[src/rtl/demuxes_rx.sv]
// rtl/demuxes_rx.sv - 1-to-4 byte demux tree for the PHY receive path
// Redistributes a serialized byte stream round-robin onto four registered lanes.
module demuxes_rx #(
    parameter bit PACKED = 1'b0,
    parameter int DROP_W = 8
) (
    input  logic              clk_4f,
    input  logic              reset,
    input  logic [7:0]        Entrada,
    input  logic              validEntrada,
    input  logic              alinear,
    output logic [7:0]        Salida0,
    output logic [7:0]        Salida1,
    output logic [7:0]        Salida2,
    output logic [7:0]        Salida3,
    output logic              validsalida0,
    output logic              validsalida1,
    output logic              validsalida2,
    output logic              validsalida3,
    output logic              group_strobe,
    output logic [DROP_W-1:0] drop_cnt
);

    logic [1:0] ptr;
    logic [1:0] ptr_nxt;
    logic [1:0] lane;
    logic [7:0] stage [4];
    logic [3:0] sval;
    logic [3:0] sval_nxt;
    logic [7:0] cap_byte;
    logic       capture;
    logic       publish;
    logic       drop;

    always_comb begin
        capture  = PACKED ? validEntrada : 1'b1;
        cap_byte = validEntrada ? Entrada : 8'h00;
        lane     = alinear ? 2'd0 : ptr;
        // Realign wins over a lane-3 capture: the byte restarts a new group.
        publish  = capture && !alinear && (ptr == 2'd3);
        drop     = alinear && (ptr != 2'd0);

        ptr_nxt = ptr;
        if (capture) begin
            ptr_nxt = lane + 2'd1;
        end else if (alinear) begin
            ptr_nxt = 2'd0;
        end

        sval_nxt = alinear ? 4'b0000 : sval;
        if (publish) begin
            sval_nxt = 4'b0000;
        end else if (capture) begin
            sval_nxt[lane] = validEntrada;
        end
    end

    always_ff @(posedge clk_4f) begin
        if (reset) begin
            ptr          <= 2'd0;
            sval         <= 4'b0000;
            for (int i = 0; i < 4; i++) begin
                stage[i] <= 8'h00;
            end
            Salida0      <= 8'h00;
            Salida1      <= 8'h00;
            Salida2      <= 8'h00;
            Salida3      <= 8'h00;
            validsalida0 <= 1'b0;
            validsalida1 <= 1'b0;
            validsalida2 <= 1'b0;
            validsalida3 <= 1'b0;
            group_strobe <= 1'b0;
            drop_cnt     <= '0;
        end else begin
            ptr          <= ptr_nxt;
            sval         <= sval_nxt;
            group_strobe <= publish;
            if (capture) begin
                stage[lane] <= cap_byte;
            end
            if (drop && (drop_cnt != {DROP_W{1'b1}})) begin
                drop_cnt <= drop_cnt + DROP_W'(1);
            end
            // Lane 3 is taken straight from the input so the word lands one cycle after capture.
            if (publish) begin
                Salida0      <= stage[0];
                Salida1      <= stage[1];
                Salida2      <= stage[2];
                Salida3      <= cap_byte;
                validsalida0 <= sval[0];
                validsalida1 <= sval[1];
                validsalida2 <= sval[2];
                validsalida3 <= validEntrada;
            end
        end
    end

endmodule

[config.mk]
export PLATFORM = sky130hd
export DESIGN_NAME = demuxes_rx
export DESIGN_NICKNAME = d
export VERILOG_FILES = /design/src/rtl/demuxes_rx.sv
export SDC_FILE = /design/constraint.sdc
export NUM_CORES = 1
export LEC_CHECK = 0
export ABC_AREA = 1
export CORE_ASPECT_RATIO = 1.25
export CORE_MARGIN = 3
export CORE_UTILIZATION = 55
export DETAILED_ROUTE_END_ITERATION = 16
export GPL_ROUTABILITY_DRIVEN = 0
export GPL_TIMING_DRIVEN = 0
export PLACE_DENSITY = 0.85
export REMOVE_ABC_BUFFERS = 1
export SLEW_MARGIN = 20
export SYNTH_ARGS = -nofsm -noshare
export SYNTH_HDL_FRONTEND = slang
export SYNTH_SLANG_ARGS = --single-unit
export TNS_END_PERCENT = 5
[constraint.sdc]
create_clock -name clk_4f -period 3.02 [get_ports clk_4f]
set_input_delay 0.604 -clock clk_4f [delete_from_list [all_inputs] [get_ports clk_4f]]
set_output_delay 0.604 -clock clk_4f [all_outputs]
set_load 0.005 [all_outputs]
==> impl_metrics.csv <==
group,metric,value,unit
outcome,status,"finished, final reports clean",
critical_path,critPathArrivalTime,2.59,ns
global_route,antenna_found_initial,0,
global_route,grt_pass1_wl,10000,µm
yosys,avgSynthCellArea,9.33,µm²
cts,clk_latency,0.34,ns
worst_hold_path,hold_path.class,"reg -> reg",
floorplan,initial_core_util,59.2,%
cells_and_area,finalNonFillerCells,432,
placement,dpl.cell_count,416,
floorplan,die_w,71.0,µm
critical_path,cp_cell_sequence,"clkdlybuf4s50_1 -> inv_2 -> nand3_2 -> nand2_1",
yosys,ys_types,26,
drt,drc,0,
cells_and_area,nFillCells,364,
drt,routedLengthMet1,2320,µm
floorplan,dieArea,6190,µm²
placement,portBuffers,56,
cells_and_area,antenna_cells,0,
pwr,power.density,531,nW/µm²
global_route,first_global_vias,2160,
timing,timing.fmax,389,MHz
critical_path,slowest_delay,0.70,ns
cts,cts-hold-fix-buffers,0,
timing,rsz0062_at_grt,"no",
yosys,synth_edf_count,24,
drt,antenna_left,0,
floorplan,ios,57,
critical_path,critPathMaxFanout,46,
floorplan,fp-row-count,28,
pwr,irDropWorstVdd,0.309,mV
cells_and_area,most-common-layout-cells,"86 x nand2_1, 56 x clkdlybuf4s50_1, 50 x dfxtp_1",
yosys,seq_area_frac_synth,59.3,%
yosys,synthCells,311,
global_route,gr-total-overflow,0,
cts,cts_setup_buffers,0,
timing,maxSlewViolCount,0,
timing,finalHoldViolCount,0,
critical_path,crit_buf_inv,2,
timing,period_needed,2.57,ns
global_route,grt.total_usage,21.0,%
drt,wl_met3,311,µm
drt,dr_wl_met2,3120,µm
critical_path,worstSetupStartpointType,"primary input",
critical_path,end_kind,"flip-flop",
timing,setup_tns,0,ns
timing,layout_worst_path_cycle_share,85.1,%
cts,cts_made_buffers,9,
critical_path,path_class,"in -> reg",
cts,clock_sinks,74,
cts,htreeDepth,3,
cts,clkTransAtPathRegs,0.08,ns
cts,root_buffer,"clkbuf_8",
cells_and_area,nets,383,
timing,max-slew-margin-rel,45.6,%
yosys,synth-main-ff-cell,"dfxtp_1",
critical_path,cp_top_family,"buffers and inverters",
timing,worst_slew_pin_slew,0.815,ns
drt,vias_per_cell,5.37,
yosys,syn_area,2900,µm²
drt,top_layer_used,"met4",
yosys,synth_seq_cells,74,
global_route,grt_max_degree,47,
drt,vias,2318,
yosys,ys_warn_count,0,
drt,wl_per_cell,13.6,µm
cts,post_cts_resized,0,
timing,fin_worst_skew,0.00396,ns
drt,wirelength,5870,µm
drt,drtPass1Iterations,4,
yosys,ys_async_sr_fraction,0,%
placement,dp_hpwl,4000,µm
cells_and_area,regArea,1720,µm²
job,maxCapViolations,0,
timing,setup_viol_count_final,0,
floorplan,dieHeight,87.2,µm
cells_and_area,syn2layout_area_growth,25.8,%
pwr,leakagePower,0.00150,µW
floorplan,core,4900,µm²
cells_and_area,multi_input_area,1030,µm²
timing,holdWs,0.438,ns
timing,setup_slack,0.450,ns
cells_and_area,layout-drive-gt1-share,8.87,%
placement,pre_cts_ws,0.0910,ns
cells_and_area,final_common_cell,"nand2_1",
drt,first_iter_violations,145,
critical_path,critPathSlowestCell,"inv_2",
cts,cts_tree,"yes",
cts,clk_path_buf_depth,2,
critical_path,required,3.04,ns
-- final cells by class --
cell class	count	share of cell area [%]
clock inverter	5	0.960
timing repair buffer	56	15.4
inverter	15	1.75
tap	60	2.06
clock buffer	11	4.46
multi-input combinational	211	28.3
sequential	74	47.2
-- Yosys cell counts (4+ instances only) --
cell type,n,area (µm²)
a21oi_1,8,40.0
buf_4,5,37.5
nor2_1,40,150
nand2_4,4,45.0
edfxtp_1,24,721
dfxtp_1,50,1000
o21ai_0,11,55.1
nand3_1,42,210
inv_1,10,37.5
nand2_1,86,323
ha_1,4,50.1
-- per-stage QoR --
step	area (µm²)	power (µW)	utilization (%)
global route	3650	2010	74.4
CTS	3650	1950	74.4
finish	3650	1940	74.4
global placement	3450	1210	70.4
floorplan	2820	1160	-
detailed placement	3450	1220	70.4
-- path summary, 6_finish.rpt --
kind              cells after the start  slack (ns)                         to                      start
setup / recovery                      4        0.45  stage[1][4]$_SDFFCE_PN0P_                      reset
hold / removal                        2        0.44    Salida2[3]$_SDFFE_PP0P_  stage[2][3]$_SDFFCE_PN0P_
hold reg to reg                       2        0.44    Salida2[3]$_SDFFE_PP0P_  stage[2][3]$_SDFFCE_PN0P_
setup reg to reg                      4        1.43  stage[1][4]$_SDFFCE_PN0P_          ptr[0]$_SDFF_PP0_
-- sequential cells by signal (all words and copies together), names as in the netlist --
register      cells
Salida0           8
Salida1           8
Salida2           8
Salida3           8
drop_cnt          8
group_strobe      1
ptr               2
stage            24
sval              3
validsalida0      1
validsalida1      1
validsalida2      1
validsalida3      1
-- kinds of logic after synthesis --
| logic type | after synthesis | synth area share, % |
|---|---|---|
| AOI/OAI and AO/OA | 23 | 4.31 |
| adders and majority gates | 4 | 1.72 |
| DFF | 74 | 59.3 |
| buffers and inverters | 26 | 5.09 |
| and+or+nand+nor | 184 | 29.5 |
-- worst reg2reg max path, cell delays in order (launching register included) --
cell and delay (ns):
dfxtp_1 0.52, nand2_4 0.10, inv_2 0.13, nand3_2 0.18
nand2_1 0.34
-- power by group --
part           total, µW  internal (µW)  switching, µW
Clock                743            371            373
Combinational        120           45.9           74.1
Sequential          1070           1060           16.7
Total               1940           1470            463
-- routing by layer --
layer | track usage [%] | vias up
li1 | - | 1134
met1 | 23.0 | 1092
met4 | 9.74 | 0
met3 | 5.31 | 13
met5 | 0 | -
met2 | 37.8 | 79
Note: power is estimated with default switching activity, not from simulation.
